==> src/rtl/tenkey_debounce_if.sv <==
// Ten-key pad bundle: raw switches in, debounced key vector and strobes out.
// No latency of its own; it only groups signals.
// No backpressure: strobes are fire-and-forget, consumers must sample them.
interface tenkey_debounce_if;
    logic [9:0] sw_raw;
    logic [9:0] tenkey;
    logic       key_valid;
    logic [3:0] key_code;
    logic       key_err;

    // Debouncer side: consumes switches, produces the clean key stream.
    modport master (
        input  sw_raw,
        output tenkey,
        output key_valid,
        output key_code,
        output key_err
    );

    // Consumer side: drives switches (pad or bench), observes the key stream.
    modport slave (
        output sw_raw,
        input  tenkey,
        input  key_valid,
        input  key_code,
        input  key_err
    );
endinterface

==> src/rtl/tenkey_debounce.sv <==
// Ten-key debouncer: sync, slow sampling, chatter/multi-key rejection, one-hot out.
// Latency: 2 sync cycles + up to CLK_DIV tick phase + DEBOUNCE_N ticks per press.
// No backpressure: key_valid/key_err are single-cycle strobes on tick cycles.
module tenkey_debounce #(
    parameter int CLK_DIV    = 532000,
    parameter int DEBOUNCE_N = 4,
    parameter int ACTIVE_LOW = 1
) (
    input  logic          osc_clk,
    input  logic          reset,
    tenkey_debounce_if.master kif
);

    localparam int         PW     = (CLK_DIV > 1) ? $clog2(CLK_DIV) : 1;
    localparam logic [PW-1:0] PMAX = PW'(CLK_DIV - 1);
    localparam logic [3:0] DN     = 4'(DEBOUNCE_N);
    // Raw level of a released switch; also the sync flops' reset value.
    localparam logic [9:0] INV    = (ACTIVE_LOW != 0) ? 10'h3FF : 10'h000;

    typedef enum logic [2:0] {
        IDLE        = 3'd0,
        PRESS_CHK   = 3'd1,
        HELD        = 3'd2,
        RELEASE_CHK = 3'd3,
        LOCKOUT     = 3'd4
    } state_t;

    function automatic logic is_onehot(input logic [9:0] v);
        return (v != 10'h000) && ((v & (v - 10'd1)) == 10'h000);
    endfunction

    function automatic logic [3:0] encode(input logic [9:0] v);
        logic [3:0] c;
        c = 4'd0;
        for (int i = 0; i < 10; i++) begin
            if (v[i]) c = 4'(i);
        end
        return c;
    endfunction

    logic [PW-1:0] presc_q, presc_d;
    logic [9:0]    sync1_q, sync2_q;
    state_t        state_q, state_d;
    logic [9:0]    cand_q, cand_d;
    logic [3:0]    cnt_q, cnt_d;
    logic [9:0]    tenkey_q, tenkey_d;
    logic [3:0]    key_code_q, key_code_d;

    logic          tick;
    logic [9:0]    s;
    logic [3:0]    cnt_inc;
    logic          judge;
    logic [9:0]    judge_vec;
    logic          accept;
    logic          reject;

    assign tick    = (presc_q == PMAX);
    assign s       = sync2_q ^ INV;
    assign cnt_inc = cnt_q + 4'd1;

    // Prescaler next value: free-running 0..CLK_DIV-1.
    always_comb begin
        presc_d = presc_q + PW'(1);
        if (tick) presc_d = '0;
    end

    // Prescaler register.
    always_ff @(posedge osc_clk or posedge reset) begin
        if (reset) presc_q <= '0;
        else       presc_q <= presc_d;
    end

    // Two-flop synchroniser for the asynchronous switch inputs.
    always_ff @(posedge osc_clk or posedge reset) begin
        if (reset) begin
            sync1_q <= INV;
            sync2_q <= INV;
        end else begin
            sync1_q <= kif.sw_raw;
            sync2_q <= sync1_q;
        end
    end

    // Debounce FSM next state; a candidate that survives DEBOUNCE_N samples
    // is "judged": one-hot is accepted, anything else is rejected as a chord.
    always_comb begin
        state_d    = state_q;
        cand_d     = cand_q;
        cnt_d      = cnt_q;
        tenkey_d   = tenkey_q;
        key_code_d = key_code_q;
        judge      = 1'b0;
        judge_vec  = cand_q;
        accept     = 1'b0;
        reject     = 1'b0;

        if (tick) begin
            unique case (state_q)
                IDLE: begin
                    if (s != 10'h000) begin
                        cand_d    = s;
                        cnt_d     = 4'd1;
                        state_d   = PRESS_CHK;
                        judge_vec = s;
                        judge     = (DN == 4'd1);
                    end
                end
                PRESS_CHK: begin
                    if (s == cand_q) begin
                        cnt_d = cnt_inc;
                        judge = (cnt_inc >= DN);
                    end else if (s == 10'h000) begin
                        state_d = IDLE;
                    end else begin
                        cand_d    = s;
                        cnt_d     = 4'd1;
                        judge_vec = s;
                        judge     = (DN == 4'd1);
                    end
                end
                HELD: begin
                    if (s != cand_q) begin
                        cnt_d   = 4'd1;
                        state_d = RELEASE_CHK;
                        // A single-sample debounce releases straight away.
                        if (DN == 4'd1) begin
                            tenkey_d = 10'h000;
                            cnt_d    = 4'd0;
                            state_d  = (s == 10'h000) ? IDLE : LOCKOUT;
                        end
                    end
                end
                RELEASE_CHK: begin
                    if (s == cand_q) begin
                        state_d = HELD;
                    end else begin
                        cnt_d = cnt_inc;
                        if (cnt_inc >= DN) begin
                            tenkey_d = 10'h000;
                            cnt_d    = 4'd0;
                            state_d  = (s == 10'h000) ? IDLE : LOCKOUT;
                        end
                    end
                end
                LOCKOUT: begin
                    if (s != 10'h000) begin
                        cnt_d = 4'd0;
                    end else begin
                        cnt_d = cnt_inc;
                        if (cnt_inc >= DN) begin
                            cnt_d   = 4'd0;
                            state_d = IDLE;
                        end
                    end
                end
                default: begin
                    state_d  = IDLE;
                    cnt_d    = 4'd0;
                    tenkey_d = 10'h000;
                end
            endcase

            if (judge) begin
                if (is_onehot(judge_vec)) begin
                    accept     = 1'b1;
                    tenkey_d   = judge_vec;
                    key_code_d = encode(judge_vec);
                    state_d    = HELD;
                end else begin
                    reject  = 1'b1;
                    cnt_d   = 4'd0;
                    state_d = LOCKOUT;
                end
            end
        end
    end

    // FSM and output registers.
    always_ff @(posedge osc_clk or posedge reset) begin
        if (reset) begin
            state_q    <= IDLE;
            cand_q     <= 10'h000;
            cnt_q      <= 4'd0;
            tenkey_q   <= 10'h000;
            key_code_q <= 4'd0;
        end else begin
            state_q    <= state_d;
            cand_q     <= cand_d;
            cnt_q      <= cnt_d;
            tenkey_q   <= tenkey_d;
            key_code_q <= key_code_d;
        end
    end

    // Strobes fire on the deciding tick itself; key_code is bypassed so it
    // already carries the new code while key_valid is high.
    always_comb begin
        kif.tenkey    = tenkey_q;
        kif.key_valid = accept;
        kif.key_err   = reject;
        kif.key_code  = accept ? key_code_d : key_code_q;
    end

endmodule
==> src/flat_wrapper.sv <==
// flat-port wrapper written by rule: the top's interface ports become plain ports
module tenkey_debounce_flat 
#(
    parameter int CLK_DIV    = 532000,
    parameter int DEBOUNCE_N = 4,
    parameter int ACTIVE_LOW = 1
)
  (osc_clk, reset, kif_sw_raw, kif_tenkey, kif_key_valid, kif_key_code, kif_key_err);
  tenkey_debounce_if kif_i ();
  input  logic osc_clk;
  input  logic reset;
  input wire logic [$bits(kif_i.sw_raw)-1:0] kif_sw_raw;
  output wire logic [$bits(kif_i.tenkey)-1:0] kif_tenkey;
  output wire logic [$bits(kif_i.key_valid)-1:0] kif_key_valid;
  output wire logic [$bits(kif_i.key_code)-1:0] kif_key_code;
  output wire logic [$bits(kif_i.key_err)-1:0] kif_key_err;
  assign kif_i.sw_raw = kif_sw_raw;
  assign kif_tenkey = kif_i.tenkey;
  assign kif_key_valid = kif_i.key_valid;
  assign kif_key_code = kif_i.key_code;
  assign kif_key_err = kif_i.key_err;
  tenkey_debounce #(.CLK_DIV(CLK_DIV), .DEBOUNCE_N(DEBOUNCE_N), .ACTIVE_LOW(ACTIVE_LOW)) u_core (.osc_clk(osc_clk), .reset(reset), .kif(kif_i));
endmodule
==> config.mk <==
export PLATFORM = sky130hd
export DESIGN_NAME = tenkey_debounce_flat
export DESIGN_NICKNAME = d
export VERILOG_FILES = /design/src/rtl/tenkey_debounce_if.sv /design/src/rtl/tenkey_debounce.sv /design/src/flat_wrapper.sv
export SDC_FILE = /design/constraint.sdc
export NUM_CORES = 1
export LEC_CHECK = 0
export ABC_AREA = 1
export ABC_CLOCK_PERIOD_IN_PS = 4400
export CAP_MARGIN = 15
export CORE_ASPECT_RATIO = 1.25
export CORE_MARGIN = 5
export CORE_UTILIZATION = 35
export CTS_CLUSTER_DIAMETER = 150
export DETAILED_ROUTE_END_ITERATION = 16
export MAX_ROUTING_LAYER = met4
export PLACE_DENSITY = 0.61
export REMOVE_ABC_BUFFERS = 1
export SYNTH_ARGS = -nofsm -noshare
export SYNTH_HDL_FRONTEND = slang
export SYNTH_SLANG_ARGS = --single-unit
==> constraint.sdc <==
create_clock -name osc_clk -period 4.4 [get_ports osc_clk]
set_clock_uncertainty 0.15 [all_clocks]
set_input_delay 1.32 -clock osc_clk [delete_from_list [all_inputs] [get_ports osc_clk]]
set_output_delay 1.32 -clock osc_clk [all_outputs]
set_load 0.02 [all_outputs]
==> results of run 1 <==
state kept, by name (all words and copies together) (netlist names):
name / count
u_core.presc_q: 20
u_core.key_code_q: 4
u_core.sync2_q: 10
u_core.cnt_q: 4
u_core.kif.tenkey: 10
u_core.state_q: 3
u_core.sync1_q: 10
u_core.cand_q: 10
layer usage:
metal | wire [um] | GRT usage | share of wire
met1 | 4470 | 0.178 | 0.43
met5 | 0 | - | 0
met2 | 5510 | 0.295 | 0.52
met3 | 292 | 0.0346 | 0.028
met4 | 231 | 0.0648 | 0.022
area by class of cell:
class	instances	share of cell area
Tap cell	135	0.0340
Inverter	68	0.0514
Timing Repair Buffer	57	0.0952
Clock buffer	10	0.0461
Multi-Input combinational cell	379	0.393
Clock inverter	6	0.0174
Sequential cell	71	0.363
worst max path at each step:
stage	startpoint	end	slack, ps	cells past startpoint
final	u_core.sync2_q[3]	kif_key_code[3]	140	15
after global routing	u_core.sync2_q[2]	kif_key_code[3]	-80	15
after CTS	u_core.sync2_q[1]	kif_key_code[0]	10	15
after detailed placement	u_core.sync2_q[1]	kif_key_code[0]	-30	17
after global placement	u_core.sync2_q[1]	kif_key_code[0]	20	17
after floorplan	u_core.sync2_q[1]	kif_key_valid	520	14
power by group:
part	switching, W	leakage [nW]	total, W	internal [W]
registers	0.00000703	0.909	0.000677	0.000670
logic	0.0000535	1.34	0.0000866	0.0000332
clock network	0.000282	0.152	0.000777	0.000495
total	0.000343	2.40	0.00154	0.00120
through the flow:
| step | utilization | worst slack, ps |
|---|---|---|
| floorplan | - | 516 |
| global placement | 0.408 | 24.7 |
| detailed placement | 0.408 | -28.0 |
| CTS | 0.436 | 11.2 |
| global route | 0.444 | -78.3 |
| finish | 0.444 | 136 |
worst max-delay path, cell delays in order, from the launching register on:
cell and delay, ps:
dfstp_2 560, nand2_1 90, nor2_4 170, nand3_4 150, o21ai_2 190, a21oi_2 50, nor2_2 170, nand3_2 110
nor2_2 130, nor2_1 70, nor2_4 120, nand3_4 120, buf_4 160, o21ai_2 130, nand2_1 60, buf_2 160
cell usage after synthesis:
master and count:
a21boi_0 2, a21oi_1 13, a22o_1 1, a22oi_1 1, a31oi_1 3, and3_1 3
buf_2 1, buf_6 4, clkbuf_1 5, dfrtp_1 51, dfstp_2 20, ha_1 2
inv_1 63, inv_2 5, nand2_1 136, nand2_2 2, nand2_4 1, nand3_1 45
nand3_4 2, nand3b_1 12, nand4_1 17, nor2_1 48, nor2_2 7, nor2_4 2
nor3_1 13, nor3b_1 2, nor4_1 6, o211ai_1 5, o21ai_0 26, o21ai_1 8
o21ai_2 1, o21bai_1 6, xnor2_1 5, xor2_1 10
repair_timing:
item                                    4_1_cts  5_1_grt
resized for setup                            15       33
pin swaps                                     0       11
setup buffers                                 0        9
endpoints found under the setup margin        6        6
gates cloned                                  0        0
logic make-up (layout without fill, tap and decap cells):
family                     Yosys count  in the layout
DFF                                 71             71
and+or+nand+nor                    296            296
xor gates and xnor gates            15             15
buffers and inverters               78            141
AOI/OAI and AO/OA                   66             66
adders and majority gates            2              2
==> flow_summary.rst, run 1 <==
.. list-table::
   :header-rows: 1

   * - Metric
     - Value
   * - Maximum number of pins on one net before global-route repair
     - 28
   * - Buffer levels on the longest clock path
     - 2
   * - Standard-cell rows
     - 43
   * - Power Density
     - 310 mW/mm2
   * - Worst flop-to-flop path endpoint
     - u_core.kif.tenkey[8]
   * - Number of nets in the finished design
     - 600
   * - Fin cells
     - 726
   * - Multiplexer share of the synthesized area
     - 0
   * - Worst EP required
     - 2930 ps
   * - Area share of and/or/nand/nor cells after synthesis
     - 0.341
   * - Multi-input gate area in the final layout
     - 0.00195 mm2
   * - Startpoint-to-endpoint class of the critical path
     - register to primary output
   * - Input/output buffers
     - 27
   * - Number of sinks handled by clock tree synthesis
     - 71
   * - Run status
     - completed
   * - Post-route standard cell area excluding fillers
     - 0.00497 mm2
   * - Hold Violations, Final
     - 0
   * - Max-slew violations
     - 0
   * - Commonest non-fill, non-tap cell in the layout
     - nand2_1
   * - Core Area
     - 0.0112 mm2
   * - Post-DP Area
     - 0.00456 mm2
   * - Hold Crit Depth
     - 0
   * - Shortest period the worst path allows
     - 4260 ps
   * - CTS tree
     - yes
   * - Total DRC errors in the routed layout
     - 0
   * - Timing-limited maximum frequency
     - 235 MHz
   * - Cell leakage power
     - 2.40 nW
   * - Post-Syn Area
     - 0.00403 mm2
   * - Setup tns final
     - 0 ps
   * - Ports placed on the boundary
     - 28
   * - Detailed Route WL
     - 10.5 mm
   * - CP Capture Type
     - primary output
   * - Area grow syn2layout
     - 23.2%
   * - Die Wd
     - 106 um
   * - Hold slack final
     - 203 ps
   * - Clock latency on the worst-skew pair
     - 340 ps
   * - Flip-flop and latch count after synthesis
     - 71
   * - Class of the tightest hold or removal check
     - register to register
   * - Portion of the clock cycle consumed by the worst path in the final layout
     - 0.969
   * - Detailed-routing iteration count for the pre-antenna-repair pass
     - 5
   * - Number of maximum-capacitance constraint violations
     - 0
   * - Post-layout total power
     - 0.00154 W
   * - Number of antenna violations at the first check in global routing
     - 0
   * - Reg clk slew, reported paths
     - 50 ps
   * - Number of distinct standard cells referenced by the synthesized netlist
     - 34
   * - Sequential-to-total area share from yosys stat
     - 0.447
   * - Max VDD drop
     - 0.000180 V
   * - Hold Buf Count CTS
     - 0
   * - Finish-stage setup viols
     - 0
   * - Worst reg2reg setup slack
     - 1460 ps
   * - Average wire per cell in the routed design
     - 14.5 um
   * - Total grt overflow
     - 0
   * - Gate Count Post-Synth
     - 528
   * - Count of inserted antenna diode cells
     - 0
   * - Syn. warnings
     - 0
   * - Die area
     - 0.0138 mm2
   * - First-pass GRT wire length
     - 17.4 mm
   * - Area taken by flip-flops and latches
     - 0.00180 mm2
   * - Unrepaired setup endpoints after global routing
     - true
   * - Level count of the clock H-tree
     - 3
   * - Startpoint Class
     - register
   * - Hold Path Origin
     - u_core.sync1_q[2]
   * - Actual slew at the worst max-slew pin
     - 982 ps
   * - Final HPWL DP
     - 7.87 mm
   * - Endpoint of the worst hold path
     - u_core.sync2_q[2]
   * - Path depth of the worst reg2reg path
     - 18
   * - Filler instances
     - 1159
   * - Worst relative slew slack
     - 0.346
   * - Top cells by area in the synthesized netlist
     - dfrtp_1, dfstp_2, nand2_1
   * - Highest-count cells in the layout ignoring fill and taps
     - nand2_1, inv_1, dfrtp_1
   * - Weighted congestion at the end of routability-driven global placement
     - 0.962
   * - Post-synthesis share of cell area spent on full adders, half adders and majority gates
     - 0.00621
   * - Reg2Reg Launch Point
     - u_core.sync2_q[3]
   * - CTS buffer count
     - 9
   * - Combinational family with the most area after synthesis
     - simple AND/OR/NAND/NOR gates
   * - Cell at the root of the clock tree
     - clkbuf_16
   * - Via/cell ratio
     - 5.08
   * - Layout cells sized above 1
     - 0.176
   * - Xor/xnor share of the synthesized area
     - 0.0326
   * - Average size of a mapped cell
     - 7.64 um2
   * - Combined global-route utilization of all metal layers
     - 0.164
   * - Starting density of the core
     - 0.360
   * - Yosys top cell area share
     - 0.316
   * - Number of DRC markers after the initial detailed-route iteration
     - 144
   * - Die height
     - 130 um
   * - Yosys top cell by area
     - dfrtp_1
   * - Highest net fanout along the worst path
     - 7
   * - Vias in the first global route
     - 3778
   * - Overall via count from detail_route
     - 3691
   * - Residual antenna-violating net count after detailed routing
     - 0
   * - Post-synthesis compound-gate area fraction
     - 0.0934
   * - Critical path data arrival time
     - 2790 ps
   * - Inst Count DP
     - 701
(Power assumes the default switching activity.)
==> run 2: changes to the inputs <==
--- a/config.mk
+++ b/config.mk
@@ -13,6 +13,7 @@
 export CORE_UTILIZATION = 35
 export CTS_CLUSTER_DIAMETER = 150
 export DETAILED_ROUTE_END_ITERATION = 16
+export GPL_TIMING_DRIVEN = 1
 export MAX_ROUTING_LAYER = met4
 export PLACE_DENSITY = 0.61
 export REMOVE_ABC_BUFFERS = 1
==> results of run 2 <==
Final layout, timing and power as in run 1 (identical DEF).
